==> src/rtl/fetch_sequencer_if.sv <==
// Fetch-side bus of fetch_sequencer: instruction-memory port, redirect request,
// decode valid/ready handshake and run status.
interface fetch_sequencer_if;
  logic        start;
  logic [31:0] fetchAddr;
  logic [31:0] instIn;
  logic        redirect;
  logic [31:0] redirectAddr;
  logic        instValid;
  logic [31:0] instOut;
  logic [31:0] instPc;
  logic        instReady;
  logic        running;
  logic        halted;

  // master: the sequencer itself; slave: memory, branch unit and decode around it
  modport master (
    input  start, instIn, redirect, redirectAddr, instReady,
    output fetchAddr, instValid, instOut, instPc, running, halted
  );

  modport slave (
    output start, instIn, redirect, redirectAddr, instReady,
    input  fetchAddr, instValid, instOut, instPc, running, halted
  );
endinterface

==> src/rtl/fetch_sequencer.sv <==
// Program-counter owner: fetches one word per cycle from a combinational
// instruction memory into a small {pc, word} FIFO that feeds decode.
module fetch_sequencer #(
  parameter logic [31:0] RESET_PC  = 32'h0000_0064,
  parameter logic [31:0] END_PC    = 32'h0000_0070,
  parameter int          BUF_DEPTH = 2
) (
  input  logic               clk,
  input  logic               reset,
  fetch_sequencer_if.master  bus
);

  localparam int PTR_W = $clog2(BUF_DEPTH);
  localparam int CNT_W = PTR_W + 1;

  typedef enum logic [1:0] {S_IDLE, S_RUN, S_HALT} state_e;

  state_e             state_q, state_d;
  logic [31:0]        pc_q, pc_d;
  logic [CNT_W-1:0]   count_q, count_d;
  logic [PTR_W-1:0]   head_q, head_d;
  logic [PTR_W-1:0]   tail_q, tail_d;
  logic [31:0]        buf_pc_q   [BUF_DEPTH];
  logic [31:0]        buf_inst_q [BUF_DEPTH];

  logic        push;
  logic        pop;
  logic        redirect_en;
  logic        in_window;
  logic [31:0] target;

  // NOTE: every signal written here gets a default first, so no path can leave
  // one unassigned and infer a latch.
  always_comb begin
    state_d     = state_q;
    pc_d        = pc_q;
    count_d     = count_q;
    head_d      = head_q;
    tail_d      = tail_q;
    target      = bus.redirectAddr & ~32'd3;
    in_window   = (target >= RESET_PC) && (target <= END_PC);
    pop         = bus.instValid && bus.instReady;
    redirect_en = bus.redirect && (state_q != S_IDLE);
    push        = (state_q == S_RUN) && !redirect_en &&
                  ((count_q < CNT_W'(BUF_DEPTH)) || pop);

    case (state_q)
      S_IDLE: if (bus.start) state_d = S_RUN;
      S_RUN: begin
        if (push) begin
          pc_d = pc_q + 32'd4;
          if (pc_q == END_PC) state_d = S_HALT;
        end
      end
      S_HALT:  ;
      default: state_d = S_IDLE;
    endcase

    // A redirect discards the whole buffer, including any same-cycle push/pop.
    if (redirect_en) begin
      pc_d    = target;
      count_d = '0;
      head_d  = '0;
      tail_d  = '0;
      state_d = in_window ? S_RUN : S_HALT;
    end else begin
      if (push) tail_d = tail_q + PTR_W'(1);
      if (pop)  head_d = head_q + PTR_W'(1);
      count_d = count_q + CNT_W'(push) - CNT_W'(pop);
    end
  end

  // NOTE: sequential state uses non-blocking assignments only, so every register
  // samples the pre-edge value of every other register.
  always_ff @(posedge clk) begin
    if (reset) begin
      state_q <= S_IDLE;
      pc_q    <= RESET_PC;
      count_q <= '0;
      head_q  <= '0;
      tail_q  <= '0;
      // NOTE: the buffer storage is cleared on reset because instOut/instPc
      // must read zero afterwards; plain storage would normally skip this.
      for (int i = 0; i < BUF_DEPTH; i++) begin
        buf_pc_q[i]   <= '0;
        buf_inst_q[i] <= '0;
      end
    end else begin
      state_q <= state_d;
      pc_q    <= pc_d;
      count_q <= count_d;
      head_q  <= head_d;
      tail_q  <= tail_d;
      if (push) begin
        buf_pc_q[tail_q]   <= pc_q;
        buf_inst_q[tail_q] <= bus.instIn;
      end
    end
  end

  assign bus.fetchAddr = pc_q;
  assign bus.instValid = (count_q != '0);
  assign bus.instOut   = buf_inst_q[head_q];
  assign bus.instPc    = buf_pc_q[head_q];
  assign bus.running   = (state_q == S_RUN);
  assign bus.halted    = (state_q == S_HALT) && (count_q == '0);

endmodule

==> src/flat_wrapper.sv <==
// flat-port wrapper written by rule: the top's interface ports become plain ports
module fetch_sequencer_flat 
#(
  parameter logic [31:0] RESET_PC  = 32'h0000_0064,
  parameter logic [31:0] END_PC    = 32'h0000_0070,
  parameter int          BUF_DEPTH = 2
)
  (clk, reset, bus_start, bus_instIn, bus_redirect, bus_redirectAddr, bus_instReady, bus_fetchAddr, bus_instValid, bus_instOut, bus_instPc, bus_running, bus_halted);
  fetch_sequencer_if bus_i ();
  input  logic clk;
  input  logic reset;
  input wire logic [$bits(bus_i.start)-1:0] bus_start;
  input wire logic [$bits(bus_i.instIn)-1:0] bus_instIn;
  input wire logic [$bits(bus_i.redirect)-1:0] bus_redirect;
  input wire logic [$bits(bus_i.redirectAddr)-1:0] bus_redirectAddr;
  input wire logic [$bits(bus_i.instReady)-1:0] bus_instReady;
  output wire logic [$bits(bus_i.fetchAddr)-1:0] bus_fetchAddr;
  output wire logic [$bits(bus_i.instValid)-1:0] bus_instValid;
  output wire logic [$bits(bus_i.instOut)-1:0] bus_instOut;
  output wire logic [$bits(bus_i.instPc)-1:0] bus_instPc;
  output wire logic [$bits(bus_i.running)-1:0] bus_running;
  output wire logic [$bits(bus_i.halted)-1:0] bus_halted;
  assign bus_i.start = bus_start;
  assign bus_i.instIn = bus_instIn;
  assign bus_i.redirect = bus_redirect;
  assign bus_i.redirectAddr = bus_redirectAddr;
  assign bus_i.instReady = bus_instReady;
  assign bus_fetchAddr = bus_i.fetchAddr;
  assign bus_instValid = bus_i.instValid;
  assign bus_instOut = bus_i.instOut;
  assign bus_instPc = bus_i.instPc;
  assign bus_running = bus_i.running;
  assign bus_halted = bus_i.halted;
  fetch_sequencer #(.RESET_PC(RESET_PC), .END_PC(END_PC), .BUF_DEPTH(BUF_DEPTH)) u_core (.clk(clk), .reset(reset), .bus(bus_i));
endmodule
==> config.mk <==
export PLATFORM = sky130hd
export DESIGN_NAME = fetch_sequencer_flat
export DESIGN_NICKNAME = d
export VERILOG_FILES = /design/src/rtl/fetch_sequencer_if.sv /design/src/rtl/fetch_sequencer.sv /design/src/flat_wrapper.sv
export SDC_FILE = /design/constraint.sdc
export NUM_CORES = 1
export LEC_CHECK = 0
export ABC_AREA = 1
export CORE_ASPECT_RATIO = 1.2
export CORE_UTILIZATION = 35
export CTS_CLUSTER_DIAMETER = 150
export CTS_CLUSTER_SIZE = 12
export DETAILED_ROUTE_END_ITERATION = 8
export GPL_TIMING_DRIVEN = 0
export PLACE_DENSITY = 0.56
export SLEW_MARGIN = 20
export SYNTH_ARGS = -nofsm -noshare
export SYNTH_HDL_FRONTEND = slang
export SYNTH_SLANG_ARGS = --single-unit
==> constraint.sdc <==
create_clock -name clk -period 9.4 [get_ports clk]
set_input_delay 1.41 -clock clk [delete_from_list [all_inputs] [get_ports clk]]
set_output_delay 1.41 -clock clk [all_outputs]
set_load 0.05 [all_outputs]
==> impl_metrics.yaml <==
outcome:
  status: "complete, no violations"
pwr:
  power.switching_w: 0.000885
  power_frac_comb: 0.357
  p_sw_frac: 0.368
  cellInternalPower_w: 0.00152
  power_density_nw_per_um2: 224
  irDropWorstVdd_mv: 0.134
  finalPower_w: 0.00241
  power_leakage_nw: 4.13
  seq_power_share: 0.363
  clkPwrFrac: 0.280
detailed_routing:
  vias: 6334
  wl_per_cell_um: 15.8
  drt_iter0_drc: 300
  drc: 0
  vias_per_cell: 4.66
  dr.pass1.iters: 5
  drt-total-wl_mm: 21.4
  ant_nets: 0
timing:
  setup_viol: 0
  drv_slew: 0
  fin_crit_sh: 0.428
  max_slew_margin: 0.616
  worst_slew_pin_slew_ps: 575
  fmax_mhz: 248
  rsz0062_at_grt: "false"
  skew_ps: 8.61
  tns_ps: 0
  hold_violations: 0
  timing.final.crit_period_ps: 4030
finish:
  regArea_um2: 4460
  multiInputGateArea_um2: 3020
  fin_cells: 1360
  drive_above_1_share: 0.173
  final_area_um2: 10700
  postLayoutCoreUtil: 0.475
  fill_cells: 2225
  diodes: 0
  layout.nets: 1110
  synthToLayoutAreaGrowth_pct: 32.4
clocking:
  clock_latency_ps: 420
  htreeDepth: 4
  clockBufferDepth: 2
  cts.hold.buffers_added: 0
  cts.clk_slew.worst_paths_ps: 60
  cts_buffers: 17
  cts_root_buf: "clkbuf_16"
  cts-resized-gates: 0
  cts_setup_buffers: 0
  cts.sinks: 161
  cts_tree: "yes"
worst_setup_path:
  critPathMaxFanout: 10
  path_cells: "clkbuf_1 > buf_2 > mux2_2 > clkdlybuf4s50_1"
  critPathKind: "flip-flop to output pin"
  critical_path_depth: 4
  start_kind: "flip-flop"
  cp_slowest_cell: "clkdlybuf4s50_1"
  max_stage_delay_ps: 740
  crit_buf_inv: 3
  reg2regPathDepth: 10
  endpoint_kind: "output pin"
  cpLargestDelayFamily: "buffers and inverters"
  arrival_ps: 2620
  cp_data_required_time_ps: 7990
floorplanning:
  start_util: 0.359
  die_x_um: 141
  die-height_um: 169
  coreArea_um2: 22600
  rows: 60
  ios: 168
  die_area_um2: 23800
logic_synthesis:
  synthMuxAreaShare: 0.0860
  syn_area_um2: 8120
  synth_adder_area_share: 0.00617
  synth_top_area_cell: "edfxtp_1"
  synth-edff-count: 124
  ys_top_cells_by_count: "nor2_1, nand2_1, edfxtp_1"
  synth_cells: 853
  synth_compound_area_frac: 0.0487
  synth-seq-area-share: 0.550
  synthXorXnorAreaFrac: 0.00647
  synth.most_common_cell: "nor2_1"
  async_flop_share: 0
  yosys.cell_types.count: 39
  synth_top_family_by_area: "simple AND/OR/NAND/NOR gates"
  synth-simple-area-share: 0.221
  synth_seq_cells: 161
  synth_warnings: 0
  synth_top_area_frac: 0.459
  synthFlopType: "edfxtp_1"
  syn_area_per_cell_um2: 9.52
  yosys-top-cells-area: "edfxtp_1, dfxtp_1, nor2_1"
global_route:
  grt_usage: 0.185
  antenna_found_initial: 0
  grt_pass1_vias: 6137
  grt_overflow: 0
  grt_pass1_wl_mm: 33.0
  grt_max_degree: 37
placed_design:
  numPortBuffers: 160
  dpl.hpwl_mm: 16.0
  dp_cells: 1328
  gp_congestion: 0.886
  place_area_um2: 10200
flow_run:
  max_cap_violations: 0
worst_hold_path:
  hp-class: "flip-flop to flip-flop"
  hold_depth: 2
-- worst register-to-register path, cell delays in order, from the launching register on --
cell and delay (ps):
dfxtp_1 390, inv_1 70, nand2_2 90, nand2_2 80, nand2_2 110, nand2_4 100, inv_4 110, nand3_4 210
buf_6 260, nand2_4 330, buf_12 300
-- power by group through the flow --
stage | logic [W] | clock network (W) | registers, W
after global placement | 0.000862 | 0 | 0.000891
after CTS | 0.000871 | 0.000687 | 0.000874
after detailed placement | 0.000867 | 0 | 0.000889
after floorplan | 0.000529 | 0 | 0.000939
final | 0.000858 | 0.000674 | 0.000873
after global routing | 0.000914 | 0.000714 | 0.000881
-- metal layers --
layer,track usage,vias to the layer above,share of wire
met2,0.327,186,0.51
li1,-,3147,-
met3,0.0337,23,0.042
met4,0.0685,0,0.022
met5,0,-,0
met1,0.224,2978,0.43
-- metrics by stage --
step | setup slack [ps] | hold slack (ps)
finish | 5370 | 487
global route | 5230 | 527
CTS | 5280 | 492
detailed placement | 5550 | 482
global placement | 3900 | 470
floorplan | 5460 | 461
-- registers in the layout, summed over array words and instances, names as in the netlist, named ones only --
register,count
u_core.head_q,1
u_core.buf_pc_q,60
u_core.state_q,2
u_core.count_q,2
u_core.bus.fetchAddr,30
u_core.tail_q,1
u_core.buf_inst_q,64
-- layout by cell type (no fill, tap or decap), types with 11 or more instances in the layout --
master | netlist | final
nor2_2 | 23 | 23
nand3_1 | 28 | 28
a21oi_1 | 25 | 25
buf_6 | 14 | 14
nor2_1 | 195 | 195
clkdlybuf4s50_1 | 0 | 160
inv_1 | 92 | 92
clkbuf_16 | 0 | 17
nand2_2 | 11 | 11
o21ai_0 | 29 | 29
mux2_2 | 62 | 62
edfxtp_1 | 124 | 124
nand2_1 | 132 | 130
dfxtp_1 | 37 | 37
-- final timing paths --
path                            endpoint              start  slack [ps]
hold / removal             u_core.head_q      u_core.head_q         490
setup reg to reg  u_core.buf_pc_q[0][26]  u_core.count_q[1]        7010
hold reg to reg            u_core.head_q      u_core.head_q         490
setup / recovery          bus_instPc[11]          flip-flop        5370
-- cells by family (layout without fill, tap and decap cells) --
logic type	count (synthesis)	in the layout
adder cells (fa/ha/maj)	4	4
XOR/XNOR	6	6
buffers and inverters	134	328
flip-flops	161	161
other	1	4
multiplexers	62	62
AND/OR/NAND/NOR	414	414
AO/OA/AOI/OAI	71	71
-- layout make-up --
class                   instances  area share
plain buffers                  35      0.0262
clock buffers                  19      0.0403
clock inverters                13      0.0128
inverters                      99      0.0348
multi-input cells             561       0.281
flip-flops and latches        161       0.416
well taps                     310      0.0361
repair buffers                162       0.153
Power figures use the tool's default switching activity.
